[src/rtl/rr_mux_pkg.sv]
// Shared defaults and the round-robin pointer helper for rr_mux_reg and rr_arbiter.
package rr_mux_pkg;

    localparam int unsigned RR_MUX_WIDTH_DEF = 64;
    localparam int unsigned RR_MUX_N_DEF     = 4;

    // A grant index g >= n stands for "no grant"; the pointer then holds.
    function automatic int unsigned rr_next(input int unsigned ptr, input int unsigned g,
                                            input int unsigned n);
        if (g >= n) begin
            return ptr;
        end
        return (g == n - 1) ? 0 : g + 1;
    endfunction

endpackage

[src/rtl/rr_arbiter.sv]
// Round-robin priority search starting at the registered pointer, plus the pointer flop.
module rr_arbiter
    import rr_mux_pkg::*;
#(
    parameter  int unsigned N    = RR_MUX_N_DEF,
    localparam int unsigned SELW = $clog2(N)
) (
    input  logic         clk,
    input  logic         reset,
    input  logic [N-1:0] req,
    input  logic         adv,
    output logic [N-1:0] grant
);

    logic [SELW-1:0] r_ptr;
    int unsigned     w_gidx;

    always_comb begin
        logic            found;
        logic [SELW-1:0] idx;
        int unsigned     sum;
        found  = 1'b0;
        idx    = '0;
        sum    = 0;
        grant  = '0;
        w_gidx = N;
        for (int unsigned k = 0; k < N; k++) begin
            sum = 32'(r_ptr) + k;
            if (sum >= N) begin
                sum = sum - N;
            end
            idx = SELW'(sum);
            if (!found && req[idx]) begin
                found      = 1'b1;
                grant[idx] = 1'b1;
                w_gidx     = sum;
            end
        end
    end

    always_ff @(posedge clk or posedge reset) begin
        if (reset) begin
            r_ptr <= '0;
        end else if (adv) begin
            r_ptr <= SELW'(rr_next(32'(r_ptr), w_gidx, N));
        end
    end

endmodule

[src/rtl/rr_mux_reg.sv]
// N-input registered round-robin selector with valid/ready handshakes.
// Define RR_MUX_SKID_EN to add a 1-entry skid so in_ready no longer depends on out_ready.
module rr_mux_reg
    import rr_mux_pkg::*;
#(
    parameter  int unsigned WIDTH = RR_MUX_WIDTH_DEF,
    parameter  int unsigned N     = RR_MUX_N_DEF,
    localparam int unsigned SELW  = $clog2(N)
) (
    input  logic             clk,
    input  logic             reset,
    input  logic [N-1:0]     in_valid,
    output logic [N-1:0]     in_ready,
    input  logic [N*WIDTH-1:0] in_data,
    output logic             out_valid,
    input  logic             out_ready,
    output logic [WIDTH-1:0] out_data,
    output logic [SELW-1:0]  out_sel
);

    typedef struct packed {
        logic             valid;
        logic [SELW-1:0]  sel;
        logic [WIDTH-1:0] data;
    } out_stage_t;

    out_stage_t       r_out;
    logic [N-1:0]     w_grant;
    logic [WIDTH-1:0] w_mux_data;
    logic [SELW-1:0]  w_mux_sel;
    logic             w_load;
    logic             w_xfer;

    rr_arbiter #(
        .N (N)
    ) u_arb (
        .clk   (clk),
        .reset (reset),
        .req   (in_valid),
        .adv   (w_xfer),
        .grant (w_grant)
    );

    always_comb begin
        w_mux_data = '0;
        w_mux_sel  = '0;
        for (int unsigned i = 0; i < N; i++) begin
            w_mux_data = w_mux_data | (in_data[i*WIDTH +: WIDTH] & {WIDTH{w_grant[i]}});
            if (w_grant[i]) begin
                w_mux_sel = w_mux_sel | SELW'(i);
            end
        end
    end

    assign w_load = !r_out.valid || out_ready;

`ifdef RR_MUX_SKID_EN
    logic             r_skid_full;
    logic [SELW-1:0]  r_skid_sel;
    logic [WIDTH-1:0] r_skid_data;

    // Ready comes from the skid flag only; out_ready reaches nothing on the input side.
    assign in_ready = (reset || r_skid_full) ? '0 : w_grant;
    assign w_xfer   = !reset && !r_skid_full && (|w_grant);

    always_ff @(posedge clk or posedge reset) begin
        if (reset) begin
            r_out       <= '0;
            r_skid_full <= 1'b0;
            r_skid_sel  <= '0;
            r_skid_data <= '0;
        end else if (w_load) begin
            if (r_skid_full) begin
                r_out       <= '{valid: 1'b1, sel: r_skid_sel, data: r_skid_data};
                r_skid_full <= 1'b0;
            end else if (w_xfer) begin
                r_out <= '{valid: 1'b1, sel: w_mux_sel, data: w_mux_data};
            end else begin
                r_out.valid <= 1'b0;
            end
        end else if (w_xfer) begin
            r_skid_sel  <= w_mux_sel;
            r_skid_data <= w_mux_data;
            r_skid_full <= 1'b1;
        end
    end
`else
    assign in_ready = (reset || !w_load) ? '0 : w_grant;
    assign w_xfer   = !reset && w_load && (|w_grant);

    always_ff @(posedge clk or posedge reset) begin
        if (reset) begin
            r_out <= '0;
        end else if (w_load) begin
            if (w_xfer) begin
                r_out <= '{valid: 1'b1, sel: w_mux_sel, data: w_mux_data};
            end else begin
                r_out.valid <= 1'b0;
            end
        end
    end
`endif

    assign out_valid = r_out.valid;
    assign out_data  = r_out.data;
    assign out_sel   = r_out.sel;

endmodule

[config.mk]
export PLATFORM = sky130hd
export DESIGN_NAME = rr_mux_reg
export DESIGN_NICKNAME = d
export VERILOG_FILES = /design/src/rtl/rr_mux_pkg.sv /design/src/rtl/rr_arbiter.sv /design/src/rtl/rr_mux_reg.sv
export SDC_FILE = /design/constraint.sdc
export NUM_CORES = 1
export LEC_CHECK = 0
export ABC_AREA = 1
export BUFFER_PORTS_ARGS = -buffer_cell sky130_fd_sc_hd__buf_2
export CORE_AREA = 2 2 130 132
export DETAILED_ROUTE_END_ITERATION = 10
export DIE_AREA = 0 0 132 134
export GPL_TIMING_DRIVEN = 0
export PLACE_DENSITY = 0.7
export RECOVER_POWER = 25
export SYNTH_ARGS = -nofsm -noshare
export SYNTH_HDL_FRONTEND = slang
export SYNTH_SLANG_ARGS = --single-unit
[constraint.sdc]
create_clock -name clk -period 3.1 [get_ports clk]
set_clock_uncertainty 0.05 [all_clocks]
set_input_delay 0.31 -clock clk [delete_from_list [all_inputs] [get_ports clk]]
set_output_delay 0.31 -clock clk [all_outputs]
set_load 0.01 [all_outputs]
# Word-level counts from Yosys, hierarchy flattened
# Index checks and enable logic that the tools add are counted.
dict set report word_totals {
  regBits 69
  input_bits 263
}
dict set report classes {
  n_eq_ne 2
  reduce_logical 20
  mux 41
  n_bitwise 10
  add_sub_neg 8
  magnitude_cmp 13
}
# op count
set ops {}
lappend ops {{bitwise AND 64 bit} 4}
lappend ops {{two-way mux 32 bit} 8}
lappend ops {{bitwise OR 64 bit} 3}
lappend ops {{greater-or-equal comparator 32 x 3 -> 1 bit (second input constant)} 4}
lappend ops {{subtractor 32 x 3 -> 32 bit (second input constant)} 3}
lappend ops {{== test 32 x 2 -> 1 bit (second input constant)} 1}
lappend ops {{two-way mux 4 bit} 5}
lappend ops {{two-way mux 1 bit} 15}
lappend ops {{less-than comparator 2 x 3 -> 1 bit (second input constant)} 4}
lappend ops {{bitwise OR 4 bit} 3}
lappend ops {{two-way mux 2 bit} 5}
lappend ops {{logical AND 1 bit} 9}
lappend ops {{binary-select mux 1 bit (select 2 bit)} 4}
lappend ops {{demux 1 bit (select 2 bit)} 4}
lappend ops {{greater-or-equal comparator 2 x 1 -> 1 bit (second input constant)} 4}
lappend ops {{adder 2 x 2 -> 3 bit (second input constant)} 2}
lappend ops {{logical NOT 1 bit} 6}
lappend ops {{AND reduction 2 bit} 2}
lappend ops {{OR reduction 4 bit} 1}
lappend ops {{subtractor 2 x 3 -> 4 bit (second input constant)} 1}
lappend ops {{adder 2 x 1 -> 3 bit (second input constant)} 1}
lappend ops {{greater-or-equal comparator 2 x 3 -> 1 bit (second input constant)} 1}
lappend ops {{adder 2 x 1 -> 2 bit (second input constant)} 1}
lappend ops {{logical OR 1 bit} 2}
lappend ops {{!= test 2 bit (second input constant)} 1}

# Longest topological paths before layout
# Gate-level depths: netlist (run 1).
dict set report logic_depth {
  depth_word 19
  ltp_mapped 17
  mapped_depth_nobuf 15
}

# Cells and area by module
# From an unflattened synthesis (run 1), not the netlist that was laid out.
dict set report unflattened {
  hier_cells 748
  hier_area_um2 4753.3
}
# module cells_each n_inst area_per_inst_um2
set by_module_without_submodules {}
lappend by_module_without_submodules {rr_mux_reg 648 1 4140.2}
lappend by_module_without_submodules {rr_arbiter 100 1 613.1}

# Worst setup path after synthesis (run 1)
# No wires, ideal clock.
dict set report synth_timing {
  path_type {in2reg}
  startpoint {input reset}
  endpoint {register r_out, in the netlist out_data[26]}
  setup_ns 0.116
  slack_ns 0.220
  cell_stages 8
  t_arrival_ns 2.714
  cell_sequence {inv_1 > o21ai_0 > clkinv_1 > nand2_4 > buf_6 > buf_6 > nand2_1 > nand2_1}
}
dict set report synth_via {
  elab_chain_len 4
}
# element line_no
set synth_lines {}
lappend synth_lines {{start, declared} rr_mux_reg.sv:11} ;# input logic reset,
lappend synth_lines {{logical NOT 1 bit (no source line)} -}
lappend synth_lines {{logical AND 1 bit (2 in series)} rr_mux_reg.sv:89} ;# assign w_xfer = !reset && w_load && (|w_grant);
lappend synth_lines {{AND reduction 2 bit (no source line)} -}
lappend synth_lines {{end signal, assigned} rr_mux_reg.sv:96} ;# r_out <= '{valid: 1'b1, sel: w_mux_sel, data: w_mux_data};
lappend synth_lines {{end, declared} rr_mux_reg.sv:27} ;# out_stage_t r_out;
# Every way passes these cells.
# A chain may end at the register's enable or synchronous reset.

# Final worst setup path (run 1)
dict set report layout_timing {
  startpoint {register u_arb.r_ptr[0]}
  endpoint {output in_ready[1]}
}
dict set report layout_via {
  elab_chain_len 15
}
# element line_no
set layout_lines {}
lappend layout_lines {{start, declared} rr_arbiter.sv:15} ;# logic [SELW-1:0] r_ptr;
lappend layout_lines {{start signal, assigned} rr_arbiter.sv:45} ;# r_ptr <= SELW'(rr_next(32'(r_ptr), w_gidx, N));
lappend layout_lines {{parallel branches: the longest is 13 deep, another holds subtractor 32 x 3 -> 32 bit} -}
lappend layout_lines {{two-way mux 4 bit (*)} rr_arbiter.sv:33} ;# if (!found && req[idx]) begin
lappend layout_lines {{two-way mux 4 bit (*)} rr_mux_reg.sv:88} ;# assign in_ready = (reset || !w_load) ? '0 : w_grant;
lappend layout_lines {{end, declared} rr_mux_reg.sv:13} ;# output logic [N-1:0] in_ready,
# Mark *: on every way between the ends. The select of a mux whose other input is x is not followed.

==> results.toml, run 1 <==
[run_status]
status = "complete, no violations"

[hold_path]
whs_endpoint = "out_valid$_DFFE_PP0N_"
hold_start = "out_ready"
hold_depth = 2
min-delay-path-class = "in2reg"

[synthesis]
ys_seq_elements = 69
synthCells = 742
syn_area_per_cell_sq_um = 6.37
synth_cell_types = 26
synth-edff-count = 0
yosysWarnings = 0
async_flop_share_pct = 100
synth-main-ff-cell = "dfrtp_1"
synth-seq-area-share_pct = 36.5
syn_area_sq_um = 4730
syn_nets = 1014

[drt]
num_vias = 6153
drtPass1Iterations = 5
vias_per_cell = 4.69
postRouteAntennaNets = 0
wl_per_cell_um = 14.5
routed_wl_um = 19000
drt_iter0_drc = 337
drc = 0

[setup_path]
reg2reg_depth = 17
crit_chain = "buf_4 -> inv_4 -> ha_4 -> inv_1 -> nand3_1 -> nand2_1 -> nand3_1 -> nor2_4 -> nand2_1 -> nand3_1 -> buf_12 -> nand2_1 -> inv_1 -> buf_2"
max_stage_delay_ps = 440
crit_type = "reg2out"
cp_data_required_time_ps = 2740
startpoint_type = "flip-flop"
path_buf_inv = 6
cp_slowest_cell = "dfrtp_2"
worst_ep_arrival_time_ps = 2580
cp_max_fo = 19
cpLargestDelayFamily = "buffers and inverters"
r2r-end = "out_data[52]$_DFFE_PP0P_"
critPathCaptureType = "primary output"
reg2reg_from = "u_arb.r_ptr[0]$_DFFE_PP0P_"
reg2reg_slack_ps = 310

[clocking]
h-tree-depth = 3
cts_root_buffer = "clkbuf_16"
cts_buffer_depth = 2
clk_latency_ps = 330
cts_made_buffers = 9
clk_pin_slew_ps = 60
clock-sinks = 69
tritoncts = "done"

[cells_and_area]
regArea_sq_um = 1730
fillers = 1756
n_antenna_cell = 0
area_growth_pct = 48.8
drive_gt1_share_pct = 35.5
multiInputGateArea_sq_um = 2690
fin_area_sq_um = 7030
num-nets-final = 1361
fin_util_pct = 43.2

[grt]
grt.met1_usage_pct = 23.7
grtUsageTotal_pct = 20.8
grt_pass1_vias = 5868
grt.met2_usage_pct = 36.1
grt_max_degree = 43
overflow = 0
gr-max-usage-layer = "met2"
grt_first_pass_wirelength_um = 29200
gr-usage-met3_pct = 5.74
grt_antenna_before_repair = 0

[place]
pre_cts_ws_ps = 122
place.gp.congestion = 0.877
hpwlAfterDp_um = 14900
placed_area_sq_um = 6690
portBuffers = 333

[sta]
worstMarginPinSlew_ps = 1040
max_slew_margin_pct = 30.8
max_freq_mhz = 341
setup_ws_ps = 163
finalHoldViolations = 0
drv_slew = 0
period_needed_ps = 2940
period_share_pct = 94.7
setup_viol = 0

[die]
start_util_pct = 29.0
die_x_um = 132
core-area_sq_um = 16300
die_area_sq_um = 17700
rows = 47
fp.dieH_um = 134
io_pins = 334

[power_and_ir_drop]
powerDensity_nw_per_um2 = 1230
peakVddDrop_uv = 744
p_leak_nw = 4.00

[run]
drv_cap = 0
power breakdown:
part           internal (W)  total (W)  switching [W]
logic               0.00214    0.00603        0.00389
registers           0.00134    0.00158       0.000230
clock network      0.000618    0.00103       0.000411
cells by family after synthesis:
family	after synthesis	share of synthesized area, %
xor gates and xnor gates	1	0.185
buffers and inverters	61	7.04
adders and majority gates	9	2.38
DFF	69	36.5
AOI/OAI and AO/OA	12	1.53
and+or+nand+nor	590	52.3
sequential cells by signal, summed over array words and instances (netlist names):
name and cells:
out_data 64, out_sel 2, out_valid 1, u_arb.r_ptr 2
synthesized netlist by cell type, types with 3 or more instances:
library cell	n	area, sq um
o21ai_0	3	15.0
dfrtp_1	69	1730
nand4_1	71	444
nor2_1	6	22.5
nand3_1	14	70.1
nand2_1	487	1830
buf_4	11	82.6
buf_2	28	140
buf_6	3	33.8
a21oi_1	5	25.0
ha_1	9	113
nand2_2	4	25.0
inv_1	15	56.3
worst max path at each step:
stage,start,end,slack (ps),depth (start not counted)
detailed placement,u_arb.r_ptr[1]$_DFFE_PP0P_,in_ready[3],120,14
global route,u_arb.r_ptr[0]$_DFFE_PP0P_,in_ready[1],-5,14
finish,u_arb.r_ptr[0]$_DFFE_PP0P_,in_ready[1],160,14
global placement,reset,out_data[11]$_DFFE_PP0P_,-870,9
CTS,u_arb.r_ptr[0]$_DFFE_PP0P_,in_ready[3],10,14
floorplan,reset,out_data[26]$_DFFE_PP0P_,220,8
repair_timing:
| action | 4_1_cts | 5_1_grt |
|---|---|---|
| pin swaps | 0 | 1 |
| setup endpoints to repair | 4 | 65 |
| buffers inserted | 0 | 5 |
| gates cloned | 0 | 0 |
| hold endpoints to repair | 27 | 0 |
| gates resized for setup | 8 | 8 |
| hold buffers | 1 | 0 |
metrics by stage:
stage	TNS (ps)	std cells	hold WS, ps	power [W]
global placement	-60850	1295	407	0.00741
CTS	0	1308	123	0.00857
detailed placement	0	1296	289	0.00748
global route	-4.93	1313	155	0.00952
floorplan	0	742	356	0.00548
finish	0	1313	143	0.00863
cell usage in the layout, fill, tap and decap left out, types with 2 or more instances in the layout:
master     instances
nand3_1           13
buf_4             12
a21oi_1            5
o21ai_0            3
inv_1             14
ha_1               8
nor2_4             3
buf_12             3
clkinv_2           2
clkinv_4           2
nand3_2            2
nand2_1          487
inv_4              3
nand4_1           71
nor2_1             6
clkbuf_1          25
dfrtp_1           67
buf_6              3
nand2_2            4
nand2_4            2
buf_2            332
clkbuf_16          9
dfrtp_2            2
cell type report:
cell class	count	area share [%]
timing repair buffer	340	24.0
sequential	69	24.6
clock buffer	9	3.20
tap	220	3.91
clock inverter	6	0.925
inverter	19	1.12
buffer	38	4.00
multi-input combinational	612	38.3
worst register-to-register path, delay by kind of cell (launching register included):
family	cells	cell delay [ps]
flops	1	440
fa+ha+maj	1	240
buf+inv	6	940
simple gates	10	1060
routing by layer:
metal | vias to the layer above | share of wire (%)
met1 | 2751 | 40
met5 | - | 0
met3 | 47 | 8.3
met4 | 0 | 3.6
met2 | 301 | 48
li1 | 3054 | -
(Power assumes the default switching activity.)
==> run 2: changes to the inputs <==
==> constraint.sdc (replaced) <==
create_clock -name clk -period 3.15 [get_ports clk]
set_clock_uncertainty 0.05 [all_clocks]
set_input_delay 0.315 -clock clk [delete_from_list [all_inputs] [get_ports clk]]
set_output_delay 0.315 -clock clk [all_outputs]
set_load 0.01 [all_outputs]
==> run 2 against run 1 <==
  * Utilization shrank 0.24 points
  * Worst setup slack gained 47 ps
  * Clock power is essentially flat
  * Highest routed layer unchanged
  * Largest cell class unchanged
  * Combinational power shrank 3%
  * Flip-flop and latch count is the same
  * Non-clock buffer count shrank 2
  * Critical endpoint is now in_ready[3]
  * Sequential share of layout area grew 0.14 points
  * Register-to-register slack gained 140 ps
  * Largest power group unchanged
==> results.toml, run 2 (synthesis gave the netlist of run 1 again) <==
[grt]
overflow = 0
grt_max_degree = 43
grt_first_pass_wirelength_um = 29200
grt_pass1_vias = 5864
grt_antenna_before_repair = 0
grtUsageTotal_pct = 20.8

[die]
core-area_sq_um = 16300
rows = 47
die_x_um = 132
start_util_pct = 29.0
die_area_sq_um = 17700
io_pins = 334
fp.dieH_um = 134

[cells_and_area]
stdcell_count = 1311
area_growth_pct = 47.9
fillers = 1755
final_cell_mix = "nand2_1, buf_2, nand4_1, dfrtp_1, clkbuf_1"
num-nets-final = 1359
drive_gt1_share_pct = 35.5
n_antenna_cell = 0
final_common_cell = "nand2_1"
largest_register_ffs = 64

[clocking]
cts_root_buffer = "clkbuf_16"
cts_buffer_depth = 2
h-tree-depth = 3
clk_latency_ps = 330
tritoncts = "done"
cts_made_buffers = 9
clk_pin_slew_ps = 60
clock-sinks = 69

[hold_path]
hold_start = "out_ready"
hold_depth = 2
min-delay-path-class = "in2reg"

[sta]
setup_viol = 0
period_share_pct = 93.3
max_freq_mhz = 340
drv_slew = 0
fin_hold_ws_ps = 146
max_slew_margin_pct = 30.6
worstMarginPinSlew_ps = 1040
rsz0062_at_grt = "false"
tns_ps = 0
finalHoldViolations = 0
period_needed_ps = 2940

[setup_path]
worst_ep_arrival_time_ps = 2570
critPathCaptureType = "primary output"
startpoint_type = "flip-flop"
max_stage_delay_ps = 450
cp_data_required_time_ps = 2780
crit_chain = "buf_6 -> inv_4 -> ha_4 -> inv_1 -> nand3_1 -> nand2_2 -> nand3_1 -> nor2_4 -> nand2_1 -> nand3_2 -> buf_6 -> buf_4 -> nand2_1 -> inv_1 -> buf_2"
reg2reg_from = "u_arb.r_ptr[0]$_DFFE_PP0P_"
crit_type = "reg2out"
reg2reg_depth = 16
cp_slowest_cell = "dfrtp_2"
cp-startpoint = "u_arb.r_ptr[0]$_DFFE_PP0P_"
cp_max_fo = 10

[power_and_ir_drop]
powerDensity_nw_per_um2 = 1200
peakVddDrop_uv = 706
p_total_w = 0.00838
p_leak_nw = 3.98

[drt]
wl_per_cell_um = 14.4
drc = 0
drt_iter0_drc = 329
vias_per_cell = 4.67
drtPass1Iterations = 5
routed_wl_um = 18900
postRouteAntennaNets = 0
num_vias = 6122

[place]
placed_cells = 1296
portBuffers = 333
hpwlAfterDp_um = 14900
place.gp.congestion = 0.877

[run_status]
status = "complete, no violations"

[run]
drv_cap = 0
run 2: cell types whose count changed in the layout (fill, tap and decap cells not counted):
| cell | before | now |
|---|---|---|
| buf_12 | 3 | 0 |
| buf_4 | 12 | 9 |
| buf_6 | 3 | 8 |
| buf_8 | 1 | 0 |
| nand2_1 | 487 | 486 |
| nand2_2 | 4 | 5 |
run 2: path summary, 6_finish.rpt:
path	end	slack, ps
worst max-delay path	in_ready[3]	210
worst min-delay path	out_valid$_DFFE_PP0N_	150
worst max register to register	out_data[29]$_DFFE_PP0P_	450
worst min register to register	out_data[39]$_DFFE_PP0P_	420
max in group asynchronous	out_data[30]$_DFFE_PP0P_	1240
min in group asynchronous	out_data[3]$_DFFE_PP0P_	470
run 2: routing by layer:
metal / routed length (um) / GRT usage (%)
met5: 0 / 0
met4: 665 / 9.60
met3: 1480 / 5.52
met2: 9080 / 36.1
met1: 7700 / 23.9
run 2: power breakdown:
part | switching, W | total [W] | internal (W)
sequential | 0.000228 | 0.00155 | 0.00132
combinational | 0.00381 | 0.00583 | 0.00202
clock | 0.000399 | 0.00101 | 0.000608
total | 0.00444 | 0.00838 | 0.00395
run 2: worst max-delay path: cells and delay by family, from the launching register on:
family,cells,cell delay [ps]
fa+ha+maj,1,230
simple gates,7,710
flops,1,450
buf+inv,7,830
run 2: layout make-up:
| cell class | count | area, sq um | area share [%] |
|---|---|---|---|
| Multi-Input combinational cell | 612 | 2690 | 38.5 |
| Timing Repair Buffer | 337 | 1670 | 23.8 |
| Inverter | 19 | 78.8 | 1.13 |
| Tap cell | 220 | 275 | 3.93 |
| Clock inverter | 6 | 65.1 | 0.930 |
| Sequential cell | 69 | 1730 | 24.7 |
| Clock buffer | 9 | 225 | 3.22 |
| Buffer | 39 | 263 | 3.76 |
run 2: timing repair:
item / 4_1_cts / 5_1_grt
cloned: 0 / 0
endpoints found under the hold margin: 27 / 0
resized for setup: 6 / 6
hold buffers: 1 / 0
setup buffers: 0 / 2
endpoints found under the setup margin: 4 / 4
run 2: metrics by stage:
step	cell area, sq um	setup WS [ps]	util, %
after floorplan	4730	265	-
after global placement	6670	-830	40.9
after detailed placement	6690	167	41.1
after CTS	6990	-23.5	42.9
after global routing	7000	39.5	42.9
final	7000	210	42.9
==> run 3: changes to the inputs <==
--- a/config.mk
+++ b/config.mk
@@ -8,6 +8,7 @@
 export ABC_AREA = 1
 export BUFFER_PORTS_ARGS = -buffer_cell sky130_fd_sc_hd__buf_2
 export CORE_AREA = 2 2 130 132
+export CTS_CLUSTER_SIZE = 8
 export DETAILED_ROUTE_END_ITERATION = 10
 export DIE_AREA = 0 0 132 134
 export GPL_TIMING_DRIVEN = 0
@@ -15,4 +16,5 @@
 export RECOVER_POWER = 25
 export SYNTH_ARGS = -nofsm -noshare
 export SYNTH_HDL_FRONTEND = slang
+export SYNTH_HIERARCHICAL = 1
 export SYNTH_SLANG_ARGS = --single-unit
==> run 3 against run 2 <==
  * Power grew 3.3%
  * Critical path type is now reg2reg
  * Largest power group unchanged
  * Count of clock-buffer cells in the layout grew 5
  * Hold slack improved by 50 ps
  * Critical endpoint is now out_data[63]$_DFFE_PP0P_
  * Sequential power about the same
  * Maximum frequency grew 1.6%
  * Flip-flop and latch count stayed put
==> results.toml, run 3 <==
[sta]
max_freq_mhz = 345
max_slew_margin_pct = 42.8
tns_ps = 0
drv_slew = 0
worstMarginPinSlew_ps = 859
finalHoldViolations = 0
rsz0062_at_grt = "false"
period_share_pct = 91.9
period_needed_ps = 2900
setup_ws_ps = 255
setup_viol = 0

[synthesis]
synth-seq-area-share_pct = 36.3
synth_top_area_share_pct = 38.1
synthXorXnorAreaFrac_pct = 0
async_flop_share_pct = 100
synthCells = 748
syn_area_sq_um = 4750
synth-main-ff-cell = "dfrtp_1"
synthAdderAreaFrac_pct = 2.11
syn_nets = 1019
syn_area_per_cell_sq_um = 6.35
yosys.area.top_type = "nand2_1"
ys_seq_elements = 69
synthSimpleGateAreaFrac_pct = 51.7
synth_cell_types = 25
muxShareOfSynthArea_pct = 0
synth-compound-area-share_pct = 2.45
synth-edff-count = 0
synth_top_family_by_area = "simple AND/OR/NAND/NOR gates"
yosysWarnings = 6
synth.cells.most_frequent = "nand2_1, dfrtp_1, nand4_1, buf_2, inv_1"
synth.most_common_cell = "nand2_1"
synth_area_leaders = "nand2_1, dfrtp_1, nand4_1, buf_6, buf_2"

[grt]
grt_first_pass_wirelength_um = 29000
grtUsageTotal_pct = 20.5
grt_pass1_vias = 5829
overflow = 0
grt_antenna_before_repair = 0
grt_max_degree = 69

[clocking]
clk_latency_ps = 330
clock-sinks = 69
clk_pin_slew_ps = 60
h-tree-depth = 3
tritoncts = "done"
cts_made_buffers = 9
cts_buffer_depth = 2
cts_root_buffer = "clkbuf_16"

[setup_path]
cp_max_fo = 10
critPathCaptureType = "flip-flop"
crit_type = "reg2reg"
cp_data_required_time_ps = 3370
startpoint_type = "flip-flop"
worst_ep_arrival_time_ps = 3120

[hold_path]
min-delay-path-class = "in2reg"

[power_and_ir_drop]
powerDensity_nw_per_um2 = 1240
swShare_pct = 53.1
peakVddDrop_uv = 617
clockPowerShare_pct = 11.0
p_leak_nw = 3.88
p_comb_share_pct = 70.9
internal_power_w = 0.00406
power_switching_w = 0.00460
p_total_w = 0.00866
power.share.sequential_pct = 18.1

[cells_and_area]
fillers = 1801
drive_gt1_share_pct = 33.5
area_growth_pct = 47.0
num-nets-final = 1369
fin_util_pct = 42.9
final_common_cell = "nand2_1"
largest_register_ffs = 64
n_antenna_cell = 0
final_cell_mix = "nand2_1, buf_2, dfrtp_1, nand4_1, clkbuf_1"

[drt]
postRouteAntennaNets = 0
drt_iter0_drc = 286
routed_wl_um = 18500
drc = 0
num_vias = 6044
vias_per_cell = 4.57
drtPass1Iterations = 5
wl_per_cell_um = 14.0

[run]
drv_cap = 0

[place]
portBuffers = 333
hpwlAfterDp_um = 14300
pre_cts_ws_ps = -132
place.gp.congestion = 0.883

[die]
rows = 47
die_x_um = 132
die_area_sq_um = 17700
fp.dieH_um = 134
core-area_sq_um = 16300
start_util_pct = 29.2
io_pins = 334

[run_status]
status = "complete, no violations"
-- run 3: cell count changes after synthesis, sizes merged, moves of 2 or more --
cell / change
a21oi: +3
inv: +4
nor2: +7
nand4: -5
clkbuf: +8
nand3: -6
buf: -8
o22ai: +2
o21ai: +5
-- run 3: power by group through the flow --
| stage | Combinational (W) | Sequential [W] | Clock (W) |
|---|---|---|---|
| after floorplan | 0.00397 | 0.00174 | 0 |
| after global placement | 0.00608 | 0.00156 | 0 |
| after detailed placement | 0.00615 | 0.00156 | 0 |
| after CTS | 0.00618 | 0.00157 | 0.000976 |
| after global routing | 0.00698 | 0.00162 | 0.00102 |
| final | 0.00614 | 0.00157 | 0.000952 |
-- run 3: cell families (layout without fill, tap and decap cells) --
kind of cell,count (synthesis),after routing
adder cells (fa/ha/maj),8,8
flip-flops,69,69
buffers and inverters,64,418
AND/OR/NAND/NOR,586,586
AO/OA/AOI/OAI,21,21
-- run 3: final cells by class --
type                       count  area (sq um)  share of cell area [%]
multi-input combinational    615          2690                    38.4
clock buffer                  14           274                    3.92
tap                          220           275                    3.94
timing repair buffer         339          1650                    23.6
sequential                    69          1730                    24.7
inverter                      22          87.6                    1.25
buffer                        42           282                    4.03
clock inverter                 1          5.00                  0.0716
-- run 3: through the flow --
step / instances / hold WS, ps / cell area [sq um]
floorplan: 748 / 6.18 / 4750
global placement: 1301 / 124 / 6700
detailed placement: 1301 / 149 / 6700
CTS: 1317 / 187 / 6990
global route: 1322 / 211 / 6990
finish: 1322 / 196 / 6990
-- run 3: repair_timing --
item,4_1_cts,5_1_grt
endpoints found under the hold margin,2,0
pin swaps,0,0
gates resized for setup,6,12
hold buffers,1,0
setup buffers,0,5
endpoints found under the setup margin,62,68
-- run 3: critical path: stages, from the launching register on --
cell and delay [ps]:
dfrtp_2 470, inv_2 210, ha_4 250, inv_1 100, nand2_2 80, nand2_4 100
nand2_1 60, nor2_1 240, a21oi_1 110, nand2_1 120, buf_2 350, buf_2 300
nand2_1 80, nand4_1 160, nand2_1 70, nand2_1 60
-- run 3: worst paths after layout --
| check | cells past startpoint | slack [ps] | to | start |
|---|---|---|---|---|
| worst min register to register | 2 | 420 | out_sel[1]$_DFFE_PP0P_ | out_sel[1]$_DFFE_PP0P_ |
| max in group asynchronous | 3 | 1800 | out_data[7]$_DFFE_PP0P_ | reset |
| worst min-delay path | 4 | 200 | out_valid$_DFFE_PP0P_ | out_ready |
| worst max register to register | 15 | 250 | out_data[63]$_DFFE_PP0P_ | u_arb/r_ptr[0]$_DFFE_PP0P_ |
| min in group asynchronous | 3 | 360 | u_arb/r_ptr[0]$_DFFE_PP0P_ | reset |
| worst max-delay path | 15 | 250 | out_data[63]$_DFFE_PP0P_ | u_arb/r_ptr[0]$_DFFE_PP0P_ |
-- run 3: per-layer routing --
layer	up-vias	GRT usage [%]	routed length [um]
met5	-	0	0
met4	0	7.13	416
met3	26	3.97	1240
met2	266	35.0	8760
met1	2679	25.9	8040
li1	3073	-	-
